===== src/rtl/pwm_cmd_pkg.sv =====
// Shared constants for the PWM command controller: framing bytes, function codes, status codes, FSM encoding.
// Latency: n/a (constants only).
// Backpressure: n/a.
package pwm_cmd_pkg;

    localparam logic [7:0] HDR      = 8'h55;
    localparam logic [7:0] FTR      = 8'hAA;
    localparam logic [7:0] RSP_HDR  = 8'h5A;
    localparam logic [7:0] RSP_FTR  = 8'hA5;

    localparam logic [7:0] FUNC_CFG = 8'h01;
    localparam logic [7:0] FUNC_EN  = 8'h02;

    localparam logic [7:0] ST_OK    = 8'h00;
    localparam logic [7:0] ST_CRC   = 8'h01;
    localparam logic [7:0] ST_CH    = 8'h02;
    localparam logic [7:0] ST_FUNC  = 8'h03;
    localparam logic [7:0] ST_BUSY  = 8'h04;
    localparam logic [7:0] ST_FTR   = 8'h05;

    localparam logic [7:0] CRC_POLY = 8'h07;
    localparam int         FRAME_LEN = 14;

    localparam logic [1:0] S_IDLE = 2'd0;
    localparam logic [1:0] S_RECV = 2'd1;
    localparam logic [1:0] S_EXEC = 2'd2;
    localparam logic [1:0] S_RESP = 2'd3;

endpackage


===== src/rtl/crc8_byte.sv =====
// One-byte CRC-8 step (poly 0x07, MSB first, non-reflected).
// Latency: combinational.
// Backpressure: none.
module crc8_byte
    import pwm_cmd_pkg::*;
(
    input  logic [7:0] crc_in,
    input  logic [7:0] data,
    output logic [7:0] crc_out
);

    // Eight shift/xor steps over the byte, MSB first
    always_comb begin
        logic [7:0] c;
        c = crc_in ^ data;
        for (int b = 0; b < 8; b++) begin
            c = c[7] ? ((c << 1) ^ CRC_POLY) : (c << 1);
        end
        crc_out = c;
    end

endmodule


===== src/rtl/pwm_cmd_ctrl.sv =====
// Frames 14-byte host packets, checks CRC, writes channel config or enable mask, replies with 4-byte status.
// Latency: footer byte in cycle N -> cfg_wr / ch_en update / first reply byte visible in cycle N+2.
// Backpressure: reply bytes held until tx_ready; rx bytes arriving outside IDLE/RECV are dropped.
module pwm_cmd_ctrl
    import pwm_cmd_pkg::*;
#(
    parameter int _PAT_WIDTH    = 32,
    parameter int _NUM_CHANNELS = 6,
    parameter int TIMEOUT_CYC   = 50000
)
(
    input  logic                     sys_clk,
    input  logic                     sys_rst,
    input  logic [7:0]               rx_data,
    input  logic                     rx_valid,
    output logic [7:0]               tx_data,
    output logic                     tx_valid,
    input  logic                     tx_ready,
    output logic                     cfg_wr,
    output logic [7:0]               cfg_ch,
    output logic [7:0]               cfg_duty,
    output logic [15:0]              cfg_dessert,
    output logic [7:0]               cfg_pulse_num,
    output logic [_PAT_WIDTH-1:0]    cfg_pat,
    output logic [_NUM_CHANNELS-1:0] ch_en,
    output logic [7:0]               err_cnt
);

    localparam int GAP_W = $clog2(TIMEOUT_CYC + 1) + 1;

    logic [1:0]                state_q, state_d;
    logic [3:0]                idx_q, idx_d;
    logic [GAP_W-1:0]          gap_q, gap_d;
    logic [7:0]                crc_q, crc_d, crc_nxt;
    logic [7:0]                func_q, func_d, ch_q, ch_d, duty_q, duty_d, pnum_q, pnum_d;
    logic                      sta0_q, sta0_d;
    logic [15:0]               dsrt_q, dsrt_d;
    logic [_PAT_WIDTH-1:0]     pat_q, pat_d;
    logic [7:0]                crc_rx_q, crc_rx_d, ftr_q, ftr_d, status_q, status_d;
    logic [1:0]                rsp_idx_q, rsp_idx_d;
    logic [7:0]                tx_data_q, tx_data_d;
    logic                      tx_valid_q, tx_valid_d, cfg_wr_q, cfg_wr_d;
    logic [7:0]                cfg_ch_q, cfg_ch_d, cfg_duty_q, cfg_duty_d, cfg_pnum_q, cfg_pnum_d;
    logic [15:0]               cfg_dsrt_q, cfg_dsrt_d;
    logic [_PAT_WIDTH-1:0]     cfg_pat_q, cfg_pat_d;
    logic [_NUM_CHANNELS-1:0]  ch_en_q, ch_en_d, ch_sel;
    logic [7:0]                err_q, err_d, status_calc;

    crc8_byte u_crc (
        .crc_in  (crc_q),
        .data    (rx_data),
        .crc_out (crc_nxt)
    );

    // Decode the received frame into a status code (first failing check wins)
    always_comb begin
        for (int k = 0; k < _NUM_CHANNELS; k++) begin
            ch_sel[k] = (ch_q == 8'(k + 1));
        end
        if (ftr_q != FTR)                                 status_calc = ST_FTR;
        else if (crc_rx_q != crc_q)                       status_calc = ST_CRC;
        else if (ch_sel == '0)                            status_calc = ST_CH;
        else if (func_q != FUNC_CFG && func_q != FUNC_EN) status_calc = ST_FUNC;
        else if (func_q == FUNC_CFG && (ch_en_q & ch_sel) != '0) status_calc = ST_BUSY;
        else                                              status_calc = ST_OK;
    end

    // Next-state logic for framing, execution and reply
    always_comb begin
        state_d = state_q;   idx_d = idx_q;     gap_d = gap_q;       crc_d = crc_q;
        func_d = func_q;     ch_d = ch_q;       sta0_d = sta0_q;     duty_d = duty_q;
        dsrt_d = dsrt_q;     pnum_d = pnum_q;   pat_d = pat_q;       crc_rx_d = crc_rx_q;
        ftr_d = ftr_q;       status_d = status_q; rsp_idx_d = rsp_idx_q;
        tx_data_d = tx_data_q; tx_valid_d = tx_valid_q; cfg_wr_d = 1'b0;
        cfg_ch_d = cfg_ch_q; cfg_duty_d = cfg_duty_q; cfg_dsrt_d = cfg_dsrt_q;
        cfg_pnum_d = cfg_pnum_q; cfg_pat_d = cfg_pat_q; ch_en_d = ch_en_q; err_d = err_q;
        case (state_q)
            S_IDLE: begin
                if (rx_valid && rx_data == HDR) begin
                    state_d = S_RECV;
                    idx_d   = 4'd1;
                    gap_d   = '0;
                    crc_d   = 8'h00;
                end
            end
            S_RECV: begin
                if (rx_valid) begin
                    gap_d = '0;
                    idx_d = idx_q + 4'd1;
                    if (idx_q <= 4'd11) crc_d = crc_nxt;
                    case (idx_q)
                        4'd1:  func_d = rx_data;
                        4'd2:  ch_d = rx_data;
                        4'd3:  sta0_d = rx_data[0];
                        4'd4:  duty_d = rx_data;
                        4'd5:  dsrt_d[15:8] = rx_data;
                        4'd6:  dsrt_d[7:0] = rx_data;
                        4'd7:  pnum_d = rx_data;
                        4'd8, 4'd9, 4'd10, 4'd11: pat_d = _PAT_WIDTH'({pat_q, rx_data});
                        4'd12: crc_rx_d = rx_data;
                        default: ftr_d = rx_data;
                    endcase
                    if (idx_q == 4'(FRAME_LEN - 1)) state_d = S_EXEC;
                end else if (gap_q >= GAP_W'(TIMEOUT_CYC)) begin
                    // Host went quiet mid-frame: drop it without a reply
                    state_d = S_IDLE;
                end else begin
                    gap_d = gap_q + 1'b1;
                end
            end
            S_EXEC: begin
                status_d   = status_calc;
                tx_valid_d = 1'b1;
                tx_data_d  = RSP_HDR;
                rsp_idx_d  = 2'd0;
                state_d    = S_RESP;
                if (status_calc == ST_OK) begin
                    if (func_q == FUNC_CFG) begin
                        cfg_wr_d   = 1'b1;
                        cfg_ch_d   = ch_q;
                        cfg_duty_d = duty_q;
                        cfg_dsrt_d = dsrt_q;
                        cfg_pnum_d = pnum_q;
                        cfg_pat_d  = pat_q;
                    end else begin
                        ch_en_d = sta0_q ? (ch_en_q | ch_sel) : (ch_en_q & ~ch_sel);
                    end
                end else if (err_q != 8'hFF) begin
                    err_d = err_q + 8'd1;
                end
            end
            default: begin
                if (tx_valid_q && tx_ready) begin
                    rsp_idx_d = rsp_idx_q + 2'd1;
                    case (rsp_idx_q)
                        2'd0: tx_data_d = status_q;
                        2'd1: tx_data_d = ch_q;
                        2'd2: tx_data_d = RSP_FTR;
                        default: begin
                            tx_data_d  = 8'h00;
                            tx_valid_d = 1'b0;
                            state_d    = S_IDLE;
                        end
                    endcase
                end
            end
        endcase
    end

    // State registers with synchronous active-low reset
    always_ff @(posedge sys_clk) begin
        if (!sys_rst) begin
            state_q <= S_IDLE;  idx_q <= '0;     gap_q <= '0;      crc_q <= '0;
            func_q <= '0;       ch_q <= '0;      sta0_q <= 1'b0;   duty_q <= '0;
            dsrt_q <= '0;       pnum_q <= '0;    pat_q <= '0;      crc_rx_q <= '0;
            ftr_q <= '0;        status_q <= '0;  rsp_idx_q <= '0;  tx_data_q <= '0;
            tx_valid_q <= 1'b0; cfg_wr_q <= 1'b0; cfg_ch_q <= '0;  cfg_duty_q <= '0;
            cfg_dsrt_q <= '0;   cfg_pnum_q <= '0; cfg_pat_q <= '0; ch_en_q <= '0;
            err_q <= '0;
        end else begin
            state_q <= state_d;   idx_q <= idx_d;       gap_q <= gap_d;       crc_q <= crc_d;
            func_q <= func_d;     ch_q <= ch_d;         sta0_q <= sta0_d;     duty_q <= duty_d;
            dsrt_q <= dsrt_d;     pnum_q <= pnum_d;     pat_q <= pat_d;       crc_rx_q <= crc_rx_d;
            ftr_q <= ftr_d;       status_q <= status_d; rsp_idx_q <= rsp_idx_d; tx_data_q <= tx_data_d;
            tx_valid_q <= tx_valid_d; cfg_wr_q <= cfg_wr_d; cfg_ch_q <= cfg_ch_d; cfg_duty_q <= cfg_duty_d;
            cfg_dsrt_q <= cfg_dsrt_d; cfg_pnum_q <= cfg_pnum_d; cfg_pat_q <= cfg_pat_d; ch_en_q <= ch_en_d;
            err_q <= err_d;
        end
    end

    assign tx_data       = tx_data_q;
    assign tx_valid      = tx_valid_q;
    assign cfg_wr        = cfg_wr_q;
    assign cfg_ch        = cfg_ch_q;
    assign cfg_duty      = cfg_duty_q;
    assign cfg_dessert   = cfg_dsrt_q;
    assign cfg_pulse_num = cfg_pnum_q;
    assign cfg_pat       = cfg_pat_q;
    assign ch_en         = ch_en_q;
    assign err_cnt       = err_q;

endmodule


===== config.mk =====
export PLATFORM = sky130hd
export DESIGN_NAME = pwm_cmd_ctrl
export DESIGN_NICKNAME = d
export VERILOG_FILES = /design/src/rtl/pwm_cmd_pkg.sv /design/src/rtl/crc8_byte.sv /design/src/rtl/pwm_cmd_ctrl.sv
export SDC_FILE = /design/constraint.sdc
export NUM_CORES = 1
export LEC_CHECK = 0
export ABC_CLOCK_PERIOD_IN_PS = 2400
export CAP_MARGIN = 40
export CORE_AREA = 5 5 179 146
export DETAILED_ROUTE_END_ITERATION = 10
export DIE_AREA = 0 0 184 151
export GPL_TIMING_DRIVEN = 1
export PLACE_DENSITY_LB_ADDON = 0.3
export SLEW_MARGIN = 10
export SYNTH_ARGS = -nofsm -noshare
export SYNTH_HDL_FRONTEND = slang
export SYNTH_SLANG_ARGS = --single-unit

===== constraint.sdc =====
create_clock -name sys_clk -period 2.4 [get_ports sys_clk]
set_input_delay 0.24 -clock sys_clk [delete_from_list [all_inputs] [get_ports sys_clk]]
set_output_delay 0.24 -clock sys_clk [all_outputs]
set_load 0.01 [all_outputs]

==> key figures <==
Run status
  – Status: finished, violations left
  – Failing checks: negative setup slack

Timing
  – Minimum clock period: 2530 ps
  – Slew headroom: 0.624
  – Achievable Freq: 0.395 GHz
  – Fin Hold WS: 456 ps
  – Final Skew: 7.62 ps
  – Final hold vios: 0
  – Final Max Tran Viols: 0
  – Slack of the critical path: -131 ps
  – # setup viols final: 71
  – Final TNS setup: -6160 ps
  – Worst Max-Slew Pin Slew: 563 ps
  – Final Cycle Share: 1.05
  – RSZ-0062 raised after global routing: yes

Critical path
  – Worst setup EP type: flip-flop
  – Startpoint Class: flip-flop
  – Worst setup path class: reg -> reg
  – Critical Path Fanout Max: 9
  – Worst EP required: 2770 ps
  – WP data arrival: 2910 ps

Synth
  – Async set-reset flop share out of synthesis: 0
  – Seq cells post-synth: 229
  – Number of synthesized flops with an enable pin: 0
  – Synth Flop Type: dfxtp_1
  – Yosys top cell area share: 0.484
  – Post-Syn Area: between 9000 and 10000 µm²
  – Mapped Avg Cell Area: roughly 9.1 µm²
  – Main area contributors after synthesis: dfxtp_1 (48%), mux2i_1 (13%), nor2_1 (6.8%)
  – Synth warn: 0
  – Yosys top cell by area: dfxtp_1
  – Post-synth cell types: 55
  – Top-count cell post-synth: dfxtp_1
  – Syn_nets: 1063
  – Mapped Cells: between 1000 and 1500
  – Sequential area share after synthesis: 0.484
  – Top cells by count, synth: dfxtp_1 (229), nor2_1 (172), mux2i_1 (127)

Global route
  – Number of global-route vias before repair: between 7000 and 8000
  – Total congestion overflow: 0
  – Initial antenna violation count: 0
  – Largest net degree at the start of global routing: 112
  – First-pass GRT wire length: 37500 µm
  – Gr usage total: 0.163

Placement
  – Place WS: -204 ps
  – Gpl congestion: 0.797
  – Placed cell count: approximately 1500
  – Port Buf Inserts: 107
  – Placed cell area: roughly 11000 µm²
  – Detailed Place HPWL: 15400 µm

Power
  – Total Power: 7.62 mW
  – Static leakage: 4.37 nW
  – PwrDens: ~630 nW/µm²
  – Worst vdd ir: 0.000460 V

Clocking
  – TritonCTS buffer count: 25
  – Clock latency at the later pin of the worst-skew pair: 510 ps
  – CTS Root Cell: clkbuf_16
  – Clock transition at path regs: 60 ps
  – Htree depth: 1
  – Clk sinks: 229
  – CTS Buffer Depth: 3
  – CTS tree: done
  – CTS Hold Bufs: 0

Final layout
  – Layout Cells excl Fill: 1511
  – Post-route cell area: 12100 µm²
  – Area Overhead vs Synth: 27.3%
  – Nets: 1200
  – Share of layout cells above drive strength 1: 0.104
  – Antenna cells: 0
  – Finished Core Util: 0.500

Run
  – Max-cap violations: 0

Hold path
  – Hold Path Class: reg -> reg

Die
  – Core outline area: 24100 µm²
  – Io pins: around 110
  – Die width: 184 µm
  – Initial core utilization: 0.393
  – Die Area: 27800 µm²
  – Die height: 151 µm
  – Row count: 51

Detailed routing
  – ANT nets after route: 0
  – Avg Vias per Cell: 4.97
  – Total Routed Length: ~23000 µm
  – Drt wl/cell: between 15 and 20 µm
  – 1st-iter DRT viols: 330
  – Vias: around 7500
  – DR DRC count: 0
  – TritonRoute pass-1 iters: 4
-- critical path, cell delays in order (launching register included) --
cell and delay [ps]:
dfxtp_1 310, or4_4 530, or4_4 550, nor3_4 140
and4b_4 270, buf_12 170, buf_16 160, mux2i_2 210
nor2_1 60
-- final cells by class --
type	instances	area, µm²
Multi-Input combinational cell	729	4470
Fill cell	2311	12100
Tap cell	318	398
Timing Repair Buffer	173	1740
Clock buffer	33	696
Clock inverter	10	78.8
Inverter	19	76.3
Sequential cell	229	4590
-- cell families after synthesis --
group	Yosys count	synth area share
and+or+nand+nor	414	0.200
DFF	229	0.484
AOI/OAI and AO/OA	136	0.0817
muxes	127	0.134
buffers and inverters	82	0.0477
xor gates and xnor gates	41	0.0379
adders and majority gates	11	0.0145
-- what timing repair did --
item	in CTS	in global routing
hold endpoints to repair	0	0
cloned	1	4
pin swaps	1	1
setup endpoints to repair	67	91
buffers inserted	2	2
resized for setup	7	17
-- layout by cell type, fill, tap and decap left out, types with 4 or more instances in the layout --
master and count:
nand3_1 31, nor4_1 6, a22oi_1 5, or3_1 11, dfxtp_1 227, clkbuf_1 4
nor3_1 18, clkbuf_8 4, buf_12 6, clkbuf_16 28, nand2b_1 4, ha_1 11
nor2_1 172, o31ai_1 5, nor3b_1 7, inv_1 18, buf_4 52, clkdlybuf4s50_1 107
mux2i_1 123, o21ai_0 14, clkinv_2 8, nand2_1 112, nand4_1 18, a21oi_1 90
nor2b_1 5, a211oi_1 5, or4_1 4, mux2i_2 4, xnor2_1 32, xor2_1 9
and3_1 5
-- metal layers --
layer | global-route usage | wire (µm) | vias to the layer above
met4 | 0.0410 | 485 | 0
li1 | - | - | 3837
met1 | 0.235 | 11500 | 3486
met2 | 0.253 | 10400 | 144
met5 | 0 | 0 | -
met3 | 0.0281 | 930 | 42
-- power by group --
group | internal (mW) | leakage [nW] | switching [mW]
combinational | 0.0651 | 2.14 | 0.135
clock | 2.13 | 0.391 | 1.49
sequential | 3.80 | 1.84 | 0.000351
total | 6.00 | 4.37 | 1.62
-- registers in the layout, indices dropped and copies added (netlist names), 2 cells and up, named ones only --
register	flops
cfg_pat	32
pat_q	32
gap_q	17
cfg_dessert	16
dsrt_q	16
cfg_ch	8
cfg_duty	8
cfg_pulse_num	8
ch_q	8
crc_q	8
crc_rx_q	8
duty_q	8
err_cnt	8
ftr_q	8
func_q	8
pnum_q	8
tx_data	8
idx_q	4
status_q	3
rsp_idx_q	2
state_q	2
-- path summary, 6_finish.rpt --
check	from	endpoint	slack, ps	cells after the start
setup / recovery	ch_q[4]	cfg_pat[27]	-130	8
hold / removal	func_q[2]	func_q[2]	460	2
setup reg to reg	ch_q[4]	cfg_pat[27]	-130	8
hold reg to reg	func_q[2]	func_q[2]	460	2
(Power assumes the default switching activity.)
